`src/rtl/mimo_pkg.sv`:
```
// -----------------------------------------------------------------------------
// mimo_pkg
//   Shared constants and helpers for the 64-QAM MIMO soft-detector datapath.
//   W     : word width of R and Y samples (signed two's complement)
//   NANT  : antenna count, also the dimension of the upper-triangular R
//   NR    : number of stored R entries, NANT*(NANT+1)/2
//   tri_index(i,j) : packed slot of R entry (i,j), i<=j, 1-based, row-major
// -----------------------------------------------------------------------------
package mimo_pkg;

  localparam int W    = 12;
  localparam int NANT = 8;
  localparam int NR   = NANT * (NANT + 1) / 2;

  typedef logic [W-1:0] word_t;

  // Row i starts after (i-1) full rows that shrink by one entry each.
  function automatic int tri_index(input int i, input int j, input int n = NANT);
    return (i - 1) * n - ((i - 1) * (i - 2)) / 2 + (j - i);
  endfunction

endpackage

```
`src/rtl/mimo_tri_addr_gen.sv`:
```
// -----------------------------------------------------------------------------
// mimo_tri_addr_gen
//   Walks the R load order R(N,N), R(N-1,N-1), R(N-1,N), ... , R(1,1)..R(1,N)
//   one step per accepted beat and classifies each beat against the framing.
// Ports
//   clk, rstn      : clock, asynchronous active-low reset
//   beat           : a beat is handed over this cycle (valid && ready)
//   sof            : that beat carries the start-of-frame flag
//   start          : walk is at its start state (beat_cnt == 0)
//   advance        : beat is stored (everything except a dropped beat)
//   restart        : sof arrived while a frame was in progress
//   last           : beat completes the frame
//   wr_row/wr_col  : R coordinates the current beat writes to
//   wr_beat        : beat index the current beat occupies within the frame
// -----------------------------------------------------------------------------
module mimo_tri_addr_gen
  import mimo_pkg::*;
#(
  parameter  int NANT = mimo_pkg::NANT,
  localparam int NR   = NANT * (NANT + 1) / 2,
  localparam int RW   = $clog2(NANT + 1),
  localparam int BW   = $clog2(NR)
) (
  input  logic          clk,
  input  logic          rstn,
  input  logic          beat,
  input  logic          sof,
  output logic          start,
  output logic          advance,
  output logic          restart,
  output logic          last,
  output logic [RW-1:0] wr_row,
  output logic [RW-1:0] wr_col,
  output logic [BW-1:0] wr_beat
);

  localparam logic [RW-1:0] EDGE      = RW'(NANT);
  localparam logic [BW-1:0] LAST_BEAT = BW'(NR - 1);

  logic [RW-1:0] row;
  logic [RW-1:0] col;
  logic [BW-1:0] beat_cnt;

  assign start   = (beat_cnt == '0);
  assign restart = beat && sof && !start;
  // A beat without sof while idle belongs to no frame and is not stored.
  assign advance = beat && (sof || !start);
  // sof on the final slot restarts the frame instead of completing it.
  assign last    = advance && !sof && (beat_cnt == LAST_BEAT);

  // An sof beat always lands on the first slot, whatever the walk held before.
  assign wr_row  = sof ? EDGE : row;
  assign wr_col  = sof ? EDGE : col;
  assign wr_beat = sof ? '0   : beat_cnt;

  always_ff @(posedge clk or negedge rstn) begin
    // NOTE: registered state uses non-blocking assignments so every flop
    // samples the pre-edge values, independent of statement order.
    if (!rstn) begin
      row      <= EDGE;
      col      <= EDGE;
      beat_cnt <= '0;
    end else if (last) begin
      row      <= EDGE;
      col      <= EDGE;
      beat_cnt <= '0;
    end else if (advance) begin
      // Reaching the right-hand edge moves up one row onto its diagonal.
      if (wr_col == EDGE) begin
        row <= wr_row - 1'b1;
        col <= wr_row - 1'b1;
      end else begin
        col <= wr_col + 1'b1;
      end
      beat_cnt <= wr_beat + 1'b1;
    end
  end

endmodule

```
`src/rtl/mimo_ry_frame_capture.sv`:
```
// -----------------------------------------------------------------------------
// mimo_ry_frame_capture
//   Captures one R/Y frame per handshake for the MIMO soft detector and holds
//   it in parallel until the detector takes it.
// Ports
//   clk, rstn          : clock, asynchronous active-low reset
//   in_valid, in_sof   : beat present / beat is beat 0 of a frame
//   in_ready           : beat accepted this cycle (low while a frame is held)
//   r1_in, r2_in       : lane-1/lane-2 R entry of the beat
//   y1_in, y2_in       : lane-1/lane-2 Y word (beats 0..NANT-1 only)
//   frame_valid        : full frame held on the flat outputs
//   frame_ready        : detector takes the frame
//   r1_flat, r2_flat   : R entry (i,j) at slice tri_index(i,j)*W
//   y1_flat, y2_flat   : y_k at slice (k-1)*W
//   err_frame          : one-cycle pulse on a framing error
// -----------------------------------------------------------------------------
module mimo_ry_frame_capture
  import mimo_pkg::*;
#(
  parameter  int W    = mimo_pkg::W,
  parameter  int NANT = mimo_pkg::NANT,
  localparam int NR   = NANT * (NANT + 1) / 2,
  localparam int RW   = $clog2(NANT + 1),
  localparam int BW   = $clog2(NR),
  localparam int YW   = $clog2(NANT)
) (
  input  logic            clk,
  input  logic            rstn,
  input  logic            in_valid,
  input  logic            in_sof,
  output logic            in_ready,
  input  logic [W-1:0]    r1_in,
  input  logic [W-1:0]    r2_in,
  input  logic [W-1:0]    y1_in,
  input  logic [W-1:0]    y2_in,
  output logic            frame_valid,
  input  logic            frame_ready,
  output logic [NR*W-1:0] r1_flat,
  output logic [NR*W-1:0] r2_flat,
  output logic [NANT*W-1:0] y1_flat,
  output logic [NANT*W-1:0] y2_flat,
  output logic            err_frame
);

  logic          beat;
  logic          start;
  logic          advance;
  logic          restart;
  logic          last;
  logic [RW-1:0] wr_row;
  logic [RW-1:0] wr_col;
  logic [BW-1:0] wr_beat;
  logic [BW-1:0] r_idx;
  logic [YW-1:0] y_idx;
  logic          y_we;

  logic [W-1:0] r1_bank [NR];
  logic [W-1:0] r2_bank [NR];
  logic [W-1:0] y1_bank [NANT];
  logic [W-1:0] y2_bank [NANT];

  // Holding a frame blocks the input, which also freezes the bank.
  assign in_ready = ~frame_valid;
  assign beat     = in_valid && in_ready;

  mimo_tri_addr_gen #(
    .NANT (NANT)
  ) u_addr (
    .clk     (clk),
    .rstn    (rstn),
    .beat    (beat),
    .sof     (in_sof),
    .start   (start),
    .advance (advance),
    .restart (restart),
    .last    (last),
    .wr_row  (wr_row),
    .wr_col  (wr_col),
    .wr_beat (wr_beat)
  );

  assign r_idx = BW'(tri_index(int'(wr_row), int'(wr_col), NANT));

  // Beat k carries y_(NANT-k), i.e. slot NANT-1-k; later beats carry no Y.
  always_comb begin
    // NOTE: defaults before the conditional keep this purely combinational;
    // an unassigned path would infer a latch.
    y_we  = 1'b0;
    y_idx = '0;
    if (advance && (wr_beat < BW'(NANT))) begin
      y_we  = 1'b1;
      y_idx = YW'(NANT - 1 - int'(wr_beat));
    end
  end

  always_ff @(posedge clk or negedge rstn) begin
    if (!rstn) begin
      // NOTE: the bank drives the outputs directly and must read zero out of
      // reset, so unlike a plain storage RAM every entry is reset here.
      for (int i = 0; i < NR; i++) begin
        r1_bank[i] <= '0;
        r2_bank[i] <= '0;
      end
      for (int k = 0; k < NANT; k++) begin
        y1_bank[k] <= '0;
        y2_bank[k] <= '0;
      end
    end else if (advance) begin
      r1_bank[r_idx] <= r1_in;
      r2_bank[r_idx] <= r2_in;
      if (y_we) begin
        y1_bank[y_idx] <= y1_in;
        y2_bank[y_idx] <= y2_in;
      end
    end
  end

  always_ff @(posedge clk or negedge rstn) begin
    if (!rstn) begin
      frame_valid <= 1'b0;
      err_frame   <= 1'b0;
    end else begin
      // Restart discards the partial frame; a stray non-sof beat is dropped.
      err_frame <= restart || (beat && !in_sof && start);
      if (last) begin
        frame_valid <= 1'b1;
      end else if (frame_valid && frame_ready) begin
        frame_valid <= 1'b0;
      end
    end
  end

  for (genvar gi = 0; gi < NR; gi++) begin : g_r_flat
    assign r1_flat[gi*W +: W] = r1_bank[gi];
    assign r2_flat[gi*W +: W] = r2_bank[gi];
  end

  for (genvar gk = 0; gk < NANT; gk++) begin : g_y_flat
    assign y1_flat[gk*W +: W] = y1_bank[gk];
    assign y2_flat[gk*W +: W] = y2_bank[gk];
  end

endmodule

```
`config.mk`:
```
export PLATFORM = sky130hd
export DESIGN_NAME = mimo_ry_frame_capture
export DESIGN_NICKNAME = d
export VERILOG_FILES = /design/src/rtl/mimo_pkg.sv /design/src/rtl/mimo_tri_addr_gen.sv /design/src/rtl/mimo_ry_frame_capture.sv
export SDC_FILE = /design/constraint.sdc
export NUM_CORES = 1
export LEC_CHECK = 0
export CORE_AREA = 10 10 426 428
export CTS_CLUSTER_SIZE = 16
export DETAILED_ROUTE_END_ITERATION = 7
export DIE_AREA = 0 0 436 438
export SLEW_MARGIN = 15
export SYNTH_ARGS = -nofsm -noshare
export SYNTH_HDL_FRONTEND = slang
export SYNTH_SLANG_ARGS = --single-unit
```
`constraint.sdc`:
```
create_clock -name clk -period 9.2 [get_ports clk]
set_clock_uncertainty 0.2 [all_clocks]
set_input_delay 2.76 -clock clk [delete_from_list [all_inputs] [get_ports clk]]
set_output_delay 2.76 -clock clk [all_outputs]
set_load 0.005 [all_outputs]
```
# After elaboration in Yosys (flattened, before gate mapping)
# Index checks and enable logic that the tools add are counted.
[word_totals]
reg_bits = 1072
inputBits = 53
out_inout_bits = 1059
word_cells = 160
[op_classes]
addsub = 10
n_mul = 1
magnitude_cmp = 5
eq_ne = 2
mux = 23
n_bitwise = 4
reduce_logical = 22
[ops]
columns = ["cell", "n"]
rows = [
  ["bitwise mux 432 bit", 2],
  ["bitwise mux 96 bit", 2],
  ["demux 12 bit (select 6 bit)", 1],
  ["demux 12 bit (select 3 bit)", 1],
  ["2-to-1 mux 4 bit", 8],
  ["2-to-1 mux 12 bit", 2],
  ["2-to-1 mux 6 bit", 3],
  ["logical AND 1 bit", 12],
  ["multiplier 5 x 5 -> 10 bit", 1],
  ["greater-or-equal comparator 7 bit, second input constant", 1],
  ["less-than comparator 7 x 1 -> 1 bit, second input constant", 1],
  ["NOT 6 -> 7 bit", 1],
  ["adder 6 x 1 -> 6 bit", 1],
  ["adder 6 x 1 -> 6 bit, second input constant", 1],
  ["adder 6 x 5 -> 6 bit", 1],
  ["== test 6 bit, second input constant", 1],
  ["zero test 6 bit", 1],
  ["less-than comparator 6 x 4 -> 1 bit, second input constant", 1],
  ["nonzero test 2 bit", 3],
  ["subtractor 6 bit", 1],
  ["subtractor 4 x 1 -> 5 bit, second input constant", 1],
  ["subtractor 4 x 2 -> 5 bit, second input constant", 1],
  ["subtractor 4 x 4 -> 5 bit", 1],
  ["adder 4 x 1 -> 4 bit, second input constant", 1],
  ["13 further kinds", 18],
]

# Depth between registers and ports, before layout
[logic_depth]
ltp_word = 13
mapped_depth = 30
mapped_depth_nobuf = 25

# Hierarchy
# Synthesis repeated with hierarchy kept, for this count alone.
[hier_totals]
cells_unflattened = 2604
hier_area_um2 = 43381.6
[modules_own_cells]
columns = ["mod", "instances", "cells_each", "area_per_inst_um2", "seq_area_each_um2"]
rows = [
  ["mimo_ry_frame_capture", 1, 2486, 42351.9, 26475.4],
  ["mimo_tri_addr_gen", 1, 118, 1029.7, 352.8],
]

# Least setup slack after synthesis
# OpenSTA, ideal clock, no wires.
[synth_timing]
path_kind = "input-to-reg"
from = "in in_sof"
to = "reg r1_bank, in the netlist r1_flat[138]"
setup_time_ns = 0.128
t_arrival_ns = 9.047
t_required_ns = 8.872
slack_ns = -0.175
path_stages = 28
path_buffers = 5
cell_sequence = "buf_4 nor2b_1 clkbuf_1 inv_1 ha_1 nand2_1 nand2_1 xnor2_1 nand2b_1 fa_1 fa_1 fa_1 inv_1 fa_1 ha_1 fa_1 inv_1 ha_1 a21o_1 a21oi_1 xnor2_1 xnor2_1 xnor3_2 buf_6 buf_12 nand3_4 buf_6 mux2_1"
[synth_between]
elab_chain_cells = 13
word_cells_on_any_way = 19
cone_classes = "add/sub (6); mul (1); order compare (2); mux (5); bitwise (2); reduce/logical (3)"
[synth_lines]
columns = ["element", "line_no", "text"]
rows = [
  ["start, declared", "mimo_ry_frame_capture.sv:30", "input logic in_sof,"],
  ["2-to-1 mux 4 bit", "mimo_tri_addr_gen.sv:52", "assign wr_row = sof ? EDGE : row;"],
  ["subtractor 4 x 1 -> 5 bit / subtractor 4 x 2 -> 5 bit (equally long branches)", "mimo_pkg.sv:19", "return (i - 1) * n - ((i - 1) * (i - 2)) / 2 + (j - i);"],
  ["multiplier 5 x 5 -> 10 bit", "mimo_pkg.sv:19", ""],
  ["AND 1 bit (no line)", "--", ""],
  ["adder 6 x 1 -> 6 bit (no line)", "--", ""],
  ["subtractor 6 bit", "mimo_pkg.sv:19", ""],
  ["adder 6 x 5 -> 6 bit", "mimo_pkg.sv:19", ""],
  ["NOT 6 -> 7 bit (not written as such)", "mimo_ry_frame_capture.sv:109", "r1_bank[r_idx] <= r1_in;"],
  ["greater-or-equal comparator 7 bit (not written as such) / less-than comparator 7 x 1 -> 1 bit (equally long branches)", "mimo_ry_frame_capture.sv:109", ""],
  ["logical AND 1 bit (not written as such)", "mimo_ry_frame_capture.sv:109", ""],
  ["2-to-1 mux 12 bit (not written as such)", "mimo_ry_frame_capture.sv:109", ""],
  ["demux 12 bit (select 6 bit)", "mimo_ry_frame_capture.sv:109", ""],
  ["bitwise mux 432 bit", "mimo_ry_frame_capture.sv:109", ""],
  ["end signal, assigned by index", "mimo_ry_frame_capture.sv:109", ""],
  ["end, declared", "mimo_ry_frame_capture.sv:57", "logic [W-1:0] r1_bank [NR];"],
]
# Parallel ways exist; a longest one is shown, timed or not.
# A chain may end at the register's enable or synchronous reset.

# Final worst setup path
[layout_timing]
from = "in in_sof"
to = "reg r2_bank, in the netlist r2_flat[424]"
[layout_between]
elab_chain_cells = 13
word_cells_on_any_way = 19
cone_classes = "add/sub (6); mul (1); order compare (2); mux (5); bitwise (2); reduce/logical (3)"
[layout_lines]
columns = ["element", "line_no", "text"]
rows = [
  ["2-to-1 mux 4 bit", "mimo_tri_addr_gen.sv:52", ""],
  ["subtractor 4 x 1 -> 5 bit / subtractor 4 x 2 -> 5 bit (equally long branches)", "mimo_pkg.sv:19", ""],
  ["multiplier 5 x 5 -> 10 bit", "mimo_pkg.sv:19", ""],
  ["AND 1 bit (no line)", "--", ""],
  ["adder 6 x 1 -> 6 bit (no line)", "--", ""],
  ["subtractor 6 bit", "mimo_pkg.sv:19", ""],
  ["adder 6 x 5 -> 6 bit", "mimo_pkg.sv:19", ""],
  ["NOT 6 -> 7 bit (not written as such)", "mimo_ry_frame_capture.sv:110", "r2_bank[r_idx] <= r2_in;"],
  ["greater-or-equal comparator 7 bit (not written as such) / less-than comparator 7 x 1 -> 1 bit (equally long branches)", "mimo_ry_frame_capture.sv:110", ""],
  ["logical AND 1 bit (not written as such)", "mimo_ry_frame_capture.sv:110", ""],
  ["2-to-1 mux 12 bit (not written as such)", "mimo_ry_frame_capture.sv:110", ""],
  ["demux 12 bit (select 6 bit)", "mimo_ry_frame_capture.sv:110", ""],
  ["bitwise mux 432 bit", "mimo_ry_frame_capture.sv:110", ""],
  ["end signal, assigned by index", "mimo_ry_frame_capture.sv:110", ""],
  ["end, declared", "mimo_ry_frame_capture.sv:58", "logic [W-1:0] r2_bank [NR];"],
]
# Parallel ways exist; a longest one is shown, timed or not.

==> out/qor.yml <==
synth:
  synth_top_cell_area_share_pct: 61.1
  yosysTopAreaCell: "dfrtp_1"
  synth_seq_cells: 1072
  ys.flop_type: "dfrtp_1"
  syn_inst: 2604
  syn-num-nets: 2695
  synth-async-reset-ratio_pct: 100
  synth_seq_area_share_pct: 61.2
  ys_top_cells_by_count: "1070 x dfrtp_1, 485 x mux2_2, 435 x mux2_4"
  synth_most_common_cell: "dfrtp_1"
  syn_area_per_cell_um2: 16.8
  synth.cell_area_mm2: 0.0438
  synth_edf_count: 0
  yosysWarnings: 0
  ys_types: 57
  synth_area_leaders: "dfrtp_1 61%, mux2_4 15%, mux2_2 12%"
floorplan:
  coreArea_mm2: 0.173
  die_h_um: 438
  start_util_pct: 25.3
  dieArea_mm2: 0.191
  pin_count: 1112
  rows: 153
  fp.dieW_um: 436
global_route:
  grt.total_usage_pct: 17.0
  grt_pass1_wl_um: 236000
  grt_pass1_vias: 29340
  overflow: 0
  grt_max_degree: 169
  antenna_found_initial: 5
sta:
  grt_setup_unrepaired: "no"
  hold_ws_ps: 284
  setup_violations: 0
  hold_viol: 0
  slew_viol_final: 0
  fin_crit_ps: 8700
  finalCritPeriodShare_pct: 94.5
  worstMarginPinSlew_ps: 1110
  relSlewSlack_pct: 25.7
  max_freq_mhz: 115
drt:
  drc: 0
  wl_per_cell_um: 27.0
  first_pass_iters: 4
  vias: 27036
  vias_per_cell: 4.32
  wl_um: 169000
  detail-route-antenna-nets: 0
  drt_iter0_drc: 1285
worst_setup_path:
  end_kind: "flop"
  path_max_fanout: 19
  slowest_delay_ps: 560
  crit_type: "input pin to flop"
  cp-start-kind: "input pin"
  critPathRequiredTime_ps: 9610
  critPathSlowestCell: "fa_1"
  cp.arrival_ps: 9110
  crit_path_frequent_cell: "fa_1"
placed_design:
  numPortBuffers: 1111
  place_congestion: 0.787
  post-dp-hpwl_um: 121000
clock_tree:
  max-clock-path-buffers: 3
  cts_tree: "built"
  cts_max_level: 3
  cts_hold_buf: 0
  numClockSinks: 1072
  clkTransAtPathRegs_ps: 60
  cts_buffers: 118
  cts.root.buffer_cell: "clkbuf_16"
  clock_insertion_delay_worst_skew_ps: 720
final_layout:
  synthToLayoutAreaGrowth_pct: 43.8
  layout.nets: 3917
  drive_above_1_share_pct: 35.4
worst_hold_path:
  hp-class: "flop to flop"
run_status:
  status: "completed"
run:
  maxCapViolCount: 0
-- worst max-delay path, delay by kind of cell --
family,cells,cell delay (ps)
adders and majority gates,8,3320
buffers and inverters,8,920
xor gates and xnor gates,4,740
and+or+nand+nor,5,710
muxes,1,340
AOI/OAI and AO/OA,2,290
-- per-stage QoR --
step / cells / setup TNS [ps] / utilization, % / area (µm²) / setup slack (ps)
after floorplan: 2604 / 0 / - / 43900 / 5.24
after global placement: 6029 / -415040 / 34.0 / 58800 / -667
after detailed placement: 6029 / -387310 / 34.0 / 58800 / -635
after CTS: 6251 / 0 / 36.4 / 63000 / 202
after global routing: 6255 / 0 / 36.4 / 63000 / 307
final: 6257 / 0 / 36.4 / 63000 / 502
-- final cells by class --
cell class,instances,area (µm²)
sequential,1072,26800
clock buffer,168,3420
timing repair buffer,1291,13200
antenna,4,10.0
clock inverter,54,737
tap,2325,2910
inverter,30,118
multi-input combinational,1313,15800
fill,16620,110000
-- placed cells by master, fill, tap and decap left out, types with 4 or more instances in the layout --
cell,Yosys,final
a21oi_1,13,12
and3_1,14,4
and3_2,0,9
buf_12,2,69
buf_2,29,23
buf_4,8,111
bufinv_16,0,15
clkbuf_1,95,22
clkbuf_16,0,119
clkbuf_8,0,28
clkdlybuf4s50_1,0,1085
clkinv_2,0,21
clkinv_4,0,5
clkinvlp_4,0,4
dfrtp_1,1070,1070
diode_2,0,4
fa_1,14,14
ha_1,24,22
inv_1,28,27
inv_6,0,7
mux2_1,136,135
mux2_2,485,485
mux2_4,435,436
nand2_1,31,30
nand2_2,3,4
nand2b_1,7,5
nand3_1,11,9
nand3_4,16,16
nand3b_4,4,4
nand4b_1,4,4
nor2_1,27,26
nor2_4,3,4
nor2b_1,7,5
nor3_1,5,5
o21ai_0,13,13
o31ai_1,4,4
xnor2_1,16,13
xor2_1,8,8
-- logic make-up after synthesis --
logic type	after synthesis	synth area share [%]
flip-flops	1072	61.2
multiplexers	1056	30.8
buffers and inverters	219	3.01
AND/OR/NAND/NOR	148	2.45
AO/OA/AOI/OAI	46	0.631
adder cells (fa/ha/maj)	38	1.32
XOR/XNOR	25	0.534
-- state kept, by name (all words and copies together) (netlist names) --
| signal | cells |
|---|---|
| r1_flat | 432 |
| r2_flat | 432 |
| y1_flat | 96 |
| y2_flat | 96 |
| u_addr.beat_cnt | 6 |
| u_addr.col | 4 |
| u_addr.row | 4 |
| err_frame | 1 |
| frame_valid | 1 |
-- final timing paths --
kind,from,end,slack [ps],cells after the start
max reg2reg,u_addr.row[1],r2_flat[424],2240,26
max,in_sof,r2_flat[424],500,28
min reg2reg,r1_flat[114],r1_flat[114],280,1
min,r1_flat[114],r1_flat[114],280,1
max in group asynchronous,rstn,y2_flat[93],5080,3
min in group asynchronous,rstn,y1_flat[52],1870,1
-- per-layer routing --
| layer | vias to the layer above | track usage [%] | share of wire (%) |
|---|---|---|---|
| met3 | 235 | 5.41 | 6.7 |
| met2 | 829 | 30.0 | 51 |
| li1 | 11523 | - | - |
| met5 | - | 0 | 0 |
| met4 | 0 | 5.58 | 3.5 |
| met1 | 14449 | 19.3 | 39 |
-- timing repair --
item,in CTS,in global routing
endpoints found under the setup margin,0,43
endpoints found under the hold margin,0,0
setup buffers,0,1
gates resized for setup,0,6
Power is not shown: default switching activity piles up to over one toggle a cycle in this logic, so the estimate is an artifact.
